**src/rtl/uart_rx_fsm.sv**
```systemverilog
// uart_rx_fsm: oversampling UART receiver for 8 data bits, one stop bit and an
// optional even-parity bit (8N1 or 8E1).
//
// Parameters
//   CLKS_PER_BIT  clock cycles per serial bit period (even, >= 4)
//   PARITY_EN     1 = one even-parity bit between data and stop, 0 = none
//
// Ports
//   clk            single clock, all logic on its rising edge
//   reset          synchronous, active-high reset
//   rx             asynchronous serial line, idles high
//   rx_clear       consumer acknowledges the held byte
//   rx_data        last accepted byte
//   rx_valid       rx_data holds an unconsumed byte
//   busy           a frame is in progress
//   framing_error  one-cycle pulse: stop bit sampled low
//   parity_error   one-cycle pulse: parity mismatch with a good stop bit
//   overrun_error  one-cycle pulse: good byte completed while one was still held
module uart_rx_fsm #(
    parameter int CLKS_PER_BIT = 16,
    parameter bit PARITY_EN    = 1'b0
) (
    input  logic       clk,
    input  logic       reset,
    input  logic       rx,
    input  logic       rx_clear,
    output logic [7:0] rx_data,
    output logic       rx_valid,
    output logic       busy,
    output logic       framing_error,
    output logic       parity_error,
    output logic       overrun_error
);

    localparam int CNT_W = $clog2(CLKS_PER_BIT);
    // Last count of the half-bit wait (start-bit centre) and of a full bit.
    localparam logic [CNT_W-1:0] HALF_LAST = CNT_W'(CLKS_PER_BIT / 2 - 1);
    localparam logic [CNT_W-1:0] FULL_LAST = CNT_W'(CLKS_PER_BIT - 1);

    typedef enum logic [2:0] {
        ST_IDLE   = 3'd0,
        ST_START  = 3'd1,
        ST_DATA   = 3'd2,
        ST_PARITY = 3'd3,
        ST_STOP   = 3'd4
    } state_t;

    // Odd population count of a byte; with the parity bit folded in, a
    // nonzero result means the even-parity check failed.
    function automatic logic parity_odd(input logic [7:0] data);
        return ^data;
    endfunction

    state_t           state_r;
    logic             sync1_r;
    logic             rxs_r;
    logic             rxs_prev_r;
    logic [CNT_W-1:0] baud_cnt_r;
    logic [2:0]       bit_cnt_r;
    logic [7:0]       shift_r;
    logic             parity_bad_r;
    logic             stop_ok_r;
    logic             done_r;

    // Two-flop synchronizer plus a delayed copy used for falling-edge detection.
    always_ff @(posedge clk) begin
        if (reset) begin
            sync1_r    <= 1'b1;
            rxs_r      <= 1'b1;
            rxs_prev_r <= 1'b1;
        end else begin
            sync1_r    <= rx;
            rxs_r      <= sync1_r;
            rxs_prev_r <= rxs_r;
        end
    end

    // Frame FSM, baud/bit counters, shift register and registered outputs.
    // The stop sample raises done_r; the following cycle commits the frame, so
    // rx_clear is evaluated in that commit cycle.
    always_ff @(posedge clk) begin
        if (reset) begin
            state_r       <= ST_IDLE;
            baud_cnt_r    <= '0;
            bit_cnt_r     <= 3'd0;
            shift_r       <= 8'h00;
            parity_bad_r  <= 1'b0;
            stop_ok_r     <= 1'b0;
            done_r        <= 1'b0;
            rx_data       <= 8'h00;
            rx_valid      <= 1'b0;
            busy          <= 1'b0;
            framing_error <= 1'b0;
            parity_error  <= 1'b0;
            overrun_error <= 1'b0;
        end else begin
            framing_error <= 1'b0;
            parity_error  <= 1'b0;
            overrun_error <= 1'b0;
            done_r        <= 1'b0;

            // Commit of a completed frame, or a standalone acknowledge.
            if (done_r) begin
                if (!stop_ok_r) begin
                    framing_error <= 1'b1;
                    if (rx_clear) begin
                        rx_valid <= 1'b0;
                    end
                end else if (PARITY_EN && parity_bad_r) begin
                    parity_error <= 1'b1;
                    if (rx_clear) begin
                        rx_valid <= 1'b0;
                    end
                end else if (rx_valid && !rx_clear) begin
                    overrun_error <= 1'b1;
                end else begin
                    rx_data  <= shift_r;
                    rx_valid <= 1'b1;
                end
            end else if (rx_clear) begin
                rx_valid <= 1'b0;
            end

            case (state_r)
                ST_IDLE: begin
                    baud_cnt_r <= '0;
                    // Only a 1->0 transition starts a frame; a stuck-low line does not.
                    if (rxs_prev_r && !rxs_r) begin
                        state_r      <= ST_START;
                        busy         <= 1'b1;
                        parity_bad_r <= 1'b0;
                    end
                end
                ST_START: begin
                    if (baud_cnt_r == HALF_LAST) begin
                        baud_cnt_r <= '0;
                        if (!rxs_r) begin
                            state_r   <= ST_DATA;
                            bit_cnt_r <= 3'd0;
                        end else begin
                            // Start bit gone by its centre: a glitch, drop silently.
                            state_r <= ST_IDLE;
                            busy    <= 1'b0;
                        end
                    end else begin
                        baud_cnt_r <= baud_cnt_r + CNT_W'(1);
                    end
                end
                ST_DATA: begin
                    if (baud_cnt_r == FULL_LAST) begin
                        baud_cnt_r <= '0;
                        shift_r    <= {rxs_r, shift_r[7:1]};
                        if (bit_cnt_r == 3'd7) begin
                            state_r <= PARITY_EN ? ST_PARITY : ST_STOP;
                        end else begin
                            bit_cnt_r <= bit_cnt_r + 3'd1;
                        end
                    end else begin
                        baud_cnt_r <= baud_cnt_r + CNT_W'(1);
                    end
                end
                ST_PARITY: begin
                    if (baud_cnt_r == FULL_LAST) begin
                        baud_cnt_r   <= '0;
                        parity_bad_r <= parity_odd(shift_r) ^ rxs_r;
                        state_r      <= ST_STOP;
                    end else begin
                        baud_cnt_r <= baud_cnt_r + CNT_W'(1);
                    end
                end
                ST_STOP: begin
                    if (baud_cnt_r == FULL_LAST) begin
                        baud_cnt_r <= '0;
                        stop_ok_r  <= rxs_r;
                        done_r     <= 1'b1;
                        state_r    <= ST_IDLE;
                        busy       <= 1'b0;
                    end else begin
                        baud_cnt_r <= baud_cnt_r + CNT_W'(1);
                    end
                end
                default: begin
                    state_r    <= ST_IDLE;
                    baud_cnt_r <= '0;
                    busy       <= 1'b0;
                end
            endcase
        end
    end

endmodule
```
**config.mk**
```make
export PLATFORM = sky130hd
export DESIGN_NAME = uart_rx_fsm
export DESIGN_NICKNAME = d
export VERILOG_FILES = /design/src/rtl/uart_rx_fsm.sv
export SDC_FILE = /design/constraint.sdc
export NUM_CORES = 1
export LEC_CHECK = 0
export CORE_ASPECT_RATIO = 1.4
export CORE_MARGIN = 5
export CORE_UTILIZATION = 50
export CTS_BUF_LIST = sky130_fd_sc_hd__clkbuf_8
export CTS_CLUSTER_DIAMETER = 80
export DETAILED_ROUTE_END_ITERATION = 6
export PLACE_DENSITY = 0.74
export RECOVER_POWER = 50
export SLEW_MARGIN = 0
export SYNTH_ARGS = -nofsm -noshare
export SYNTH_HDL_FRONTEND = slang
export SYNTH_SLANG_ARGS = --single-unit
```
**constraint.sdc**
```tcl
create_clock -name clk -period 2.12 [get_ports clk]
set_clock_uncertainty 0.15 [all_clocks]
set_input_delay 0.424 -clock clk [delete_from_list [all_inputs] [get_ports clk]]
set_output_delay 0.424 -clock clk [all_outputs]
set_load 0.01 [all_outputs]
```
# Word level (Yosys, flattened, before mapping)
# Index checks and enable logic that the tools add are counted.
[classes]
add_sub_neg = 2
n_eq_ne = 17
mux = 28
bitwise_logic = 5
reduce_logical = 17
[op_table]
columns = ["op", "count"]
rows = [
  ["two-way mux 3 bit", 10],
  ["!= test 2 bit, second input constant", 9],
  ["one-hot mux 3 bit (5 select lines)", 1],
  ["two-way mux 1 bit", 11],
  ["AND reduction 5 bit", 2],
  ["two-way mux 4 bit", 2],
  ["one-hot mux 4 bit (2 select lines)", 1],
  ["equality test 3 x 2 -> 1 bit, second input constant", 2],
  ["equality test 3 bit, second input constant", 2],
  ["one-hot mux 3 bit (2 select lines)", 1],
  ["AND reduction 6 bit", 1],
  ["OR reduction 2 bit", 3],
  ["OR reduction 3 bit", 2],
  ["inverter 1 bit", 5],
  ["adder 4 x 1 -> 4 bit, second input constant", 1],
  ["equality test 4 x 3 -> 1 bit, second input constant", 1],
  ["equality test 4 bit, second input constant", 1],
  ["one-hot mux 1 bit (4 select lines)", 1],
  ["AND reduction 2 bit", 2],
  ["adder 3 x 1 -> 3 bit, second input constant", 1],
  ["equality test 3 x 1 -> 1 bit, second input constant", 1],
  ["zero test 3 bit", 1],
  ["!= test 3 bit, second input constant", 1],
  ["AND reduction 3 bit", 1],
  ["other kinds (4)", 6],
]
[totals]
reg_bits = 35
out_inout_bits = 13

# Longest topological paths before layout
[depth]
depth_word = 5
depth_mapped = 6

# Least setup slack after synthesis
# OpenSTA, ideal clock, no wires.
[synth_timing]
kind = "register -> register"
from = "reg baud_cnt_r[0]"
to = "reg state_r[1]"
setup_ns = 0.071
t_arrival_ns = 1.460
required_time_ns = 1.899
slack_ns = 0.439
stages_incl_launch_ff = 7
synth_period_minus_slack_ns = 1.681
cell_sequence = "dfxtp_1 > ha_1 > and3_1 > buf_6 > a21oi_4 > or4_1 > a21oi_1"
[synth_between]
elab_chain_len = 3
[synth_lines]
columns = ["item", "line_no", "source"]
rows = [
  ["from (decl)", "58", "logic [CNT_W-1:0] baud_cnt_r;"],
  ["from (signal assigned)", "146", "baud_cnt_r <= baud_cnt_r + CNT_W'(1);"],
  ["from (signal assigned)", "159", "baud_cnt_r <= baud_cnt_r + CNT_W'(1);"],
  ["from (signal assigned)", "168", "baud_cnt_r <= baud_cnt_r + CNT_W'(1);"],
  ["equality test 4 bit / equality test 4 x 3 -> 1 bit (equally long branches)", "n/a", ""],
  ["!= test 2 bit (no source line)", "n/a", ""],
  ["AND reduction 6 bit (no source line) (*)", "n/a", ""],
  ["to (signal assigned)", "154", "state_r <= PARITY_EN ? ST_PARITY : ST_STOP;"],
  ["to (decl)", "54", "state_t state_r;"],
]
# Every way passes the cells marked *; elsewhere a longest branch is shown, timed or not.
# A chain may end at the register's enable or synchronous reset.

# Worst setup path in the final report
# Ends and elaborated chain as after synthesis.

==> impl_metrics.tcl <==
set metrics [dict create \
    status "finished, final reports clean" \
    cts_buffers 5 \
    fp.dieH_um 73.6 \
    gp_congestion 0.773 \
    layout-drive-gt1-share 0.117 \
    min_path_cells 1 \
    rows 23 \
    finalMaxSlewViolations 0 \
    vias 1026 \
    worstPathArrival_ns 1.97 \
    clk_pin_slew_ns 0.07 \
    placement.io_buffers 15 \
    cts_buffer_depth 2 \
    rsz0062_at_grt "no" \
    ctsHoldBuffers 0 \
    vdd_ir_drop_max_mv 0.694 \
    ys_types 36 \
    vias_per_cell 5.13 \
    total_power_mw 1.29 \
    critPathSlowestCell "or4_1" \
    grt_use_total 0.147 \
    crit_chain "ha_1, and3_1, a21oi_4, or4_1, a21oi_1" \
    netlist.area_leader.share 0.485 \
    seq_area_frac_synth 0.485 \
    top_level_ports 17 \
    fin_setup_tns_ns 0 \
    tightest_slew_ns 0.564 \
    synth_edf_count 0 \
    ys_warn_count 0 \
    nets 169 \
    cts.sinks 35 \
    leakagePower_nw 0.681 \
    grt_pass1_vias 1079 \
    drc 0 \
    finalNonFillerCells 200 \
    grt_overflow_total 0 \
    hold_violations 0 \
    ff2ff_path_depth 5 \
    postRouteAntennaNets 0 \
    grt_pass1_wl_um 4630 \
    synth-async-reset-ratio 0 \
    cts_max_level 2 \
    ys_ff_latch 35 \
    synth_ff_type "dfxtp_1" \
    whs_ns 0.260 \
    clockRootBuffer "clkbuf_8" \
    antenna_cells 0 \
    synth.most_common_cell "dfxtp_1" \
    fmax_ghz 0.526 \
    powerDensity_mw_per_mm2 753 \
    syn-num-nets 153 \
    die-area_sq_mm 0.00408 \
    fillers 276 \
    drt-initial-drc-count 24 \
    end_kind "flop" \
    grt_max_degree 14 \
    slowest_delay_ns 0.50 \
    core_sq_mm 0.00282 \
    critPathKind "reg2reg" \
    dr.pass1.iters 4 \
    yosys.area.top_type "dfxtp_1" \
    synth_area_leaders "dfxtp_1, mux2i_1, nor2_1, nor3b_1, ha_1" \
    path_max_fanout 8 \
    synthCells 146 \
    cp-start-kind "flop" \
    crit_required_ns 2.19 \
    period_minus_slack_ns 1.90 \
    synth_area_per_cell_sq_um 9.89 \
    insertion_delay_ns 0.29 \
    setup_viol 0 \
    syn_area_sq_mm 0.00144 \
    cts_tree "done" \
    cap_violations 0 \
    hold_path_class "reg2reg" \
    dpl.hpwl_um 1880 \
    post_cts_resized 0 \
    wirelength_um 2580 \
    grt_antenna_before_repair 0 \
    areaGrowthSynthToFinish_pct 19.0 \
    slew_headroom 0.624 \
    initial_core_util 0.512 \
    final.period_utilization 0.897 \
    fin_util 0.609 \
    post_cts_buffers 0 \
    wl_per_cell_um 12.9 \
    synthTopCellsByCount "dfxtp_1, nor2_1, mux2i_1" \
    dp_cells 192 \
    chipWidth_um 55.4 \
]
[layout make-up]
type                            count  area (sq um)  area share
Sequential cell                    35           701       0.408
Multi-Input combinational cell    101           689       0.401
Timing Repair Buffer               19           169      0.0983
Clock buffer                        5          68.8      0.0401
Tap cell                           37          46.3      0.0269
Clock inverter                      3          43.8      0.0255
[logic make-up after synthesis]
kind of cell | synth area share
AOI/OAI and AO/OA | 0.0927
other | 0.00260
xor gates and xnor gates | 0.0182
buffers and inverters | 0.0373
DFF | 0.485
muxes | 0.118
adders and majority gates | 0.0260
and+or+nand+nor | 0.220
[layer usage]
| layer | GRT usage | share of wire |
|---|---|---|
| met5 | 0 | 0 |
| met4 | 0.0811 | 0.024 |
| met3 | 0.0439 | 0.030 |
| met2 | 0.267 | 0.53 |
| met1 | 0.151 | 0.42 |
[layout by cell type, fill, tap and decap left out, types with 2 or more instances in the layout]
cell type	instances
clkdlybuf4s50_1	8
o21ai_0	5
a21oi_1	7
nor2_1	24
nand3_1	2
nand2b_1	3
clkbuf_8	5
mux2i_1	17
and4b_2	2
or2_2	3
a211oi_1	3
nand2_1	4
dfxtp_1	35
dlygate4sd3_1	7
xnor2_1	2
ha_1	3
clkbuf_1	3
nor3_1	3
nor3b_1	6
[state kept, by name (all words and copies together) (netlist names)]
signal	cells
rx_data	8
shift_r	8
baud_cnt_r	4
bit_cnt_r	3
state_r	3
busy	1
done_r	1
framing_error	1
overrun_error	1
rx_valid	1
rxs_prev_r	1
rxs_r	1
stop_ok_r	1
sync1_r	1
[where the power goes]
| part | internal [mW] | switching [mW] | total [mW] |
|---|---|---|---|
| combinational | 0.0145 | 0.0181 | 0.0326 |
| sequential | 0.662 | 0.00455 | 0.666 |
| clock | 0.350 | 0.245 | 0.595 |
[through the flow]
step                      instance area [sq um]  setup WS (ns)
after floorplan                            1440          0.439
after global placement                     1620          0.275
after detailed placement                   1620          0.222
after CTS                                  1730          0.233
after global routing                       1720         0.0745
final                                      1720          0.219
[worst paths after layout]
| path | slack [ns] | from | end |
|---|---|---|---|
| max | 0.22 | baud_cnt_r[0]$_SDFF_PP0_ | state_r[1]$_SDFFE_PP0P_ |
| min | 0.26 | sync1_r$_SDFF_PP1_ | rxs_r$_SDFF_PP1_ |
| max reg2reg | 0.22 | baud_cnt_r[0]$_SDFF_PP0_ | state_r[1]$_SDFFE_PP0P_ |
| min reg2reg | 0.26 | sync1_r$_SDFF_PP1_ | rxs_r$_SDFF_PP1_ |
[critical path, delay by kind of cell, from the launching register on]
family	cells	cell delay, ns
simple gates	2	0.89
compound gates	2	0.21
fa+ha+maj	1	0.22
flops	1	0.36
Power figures use the tool's default switching activity.
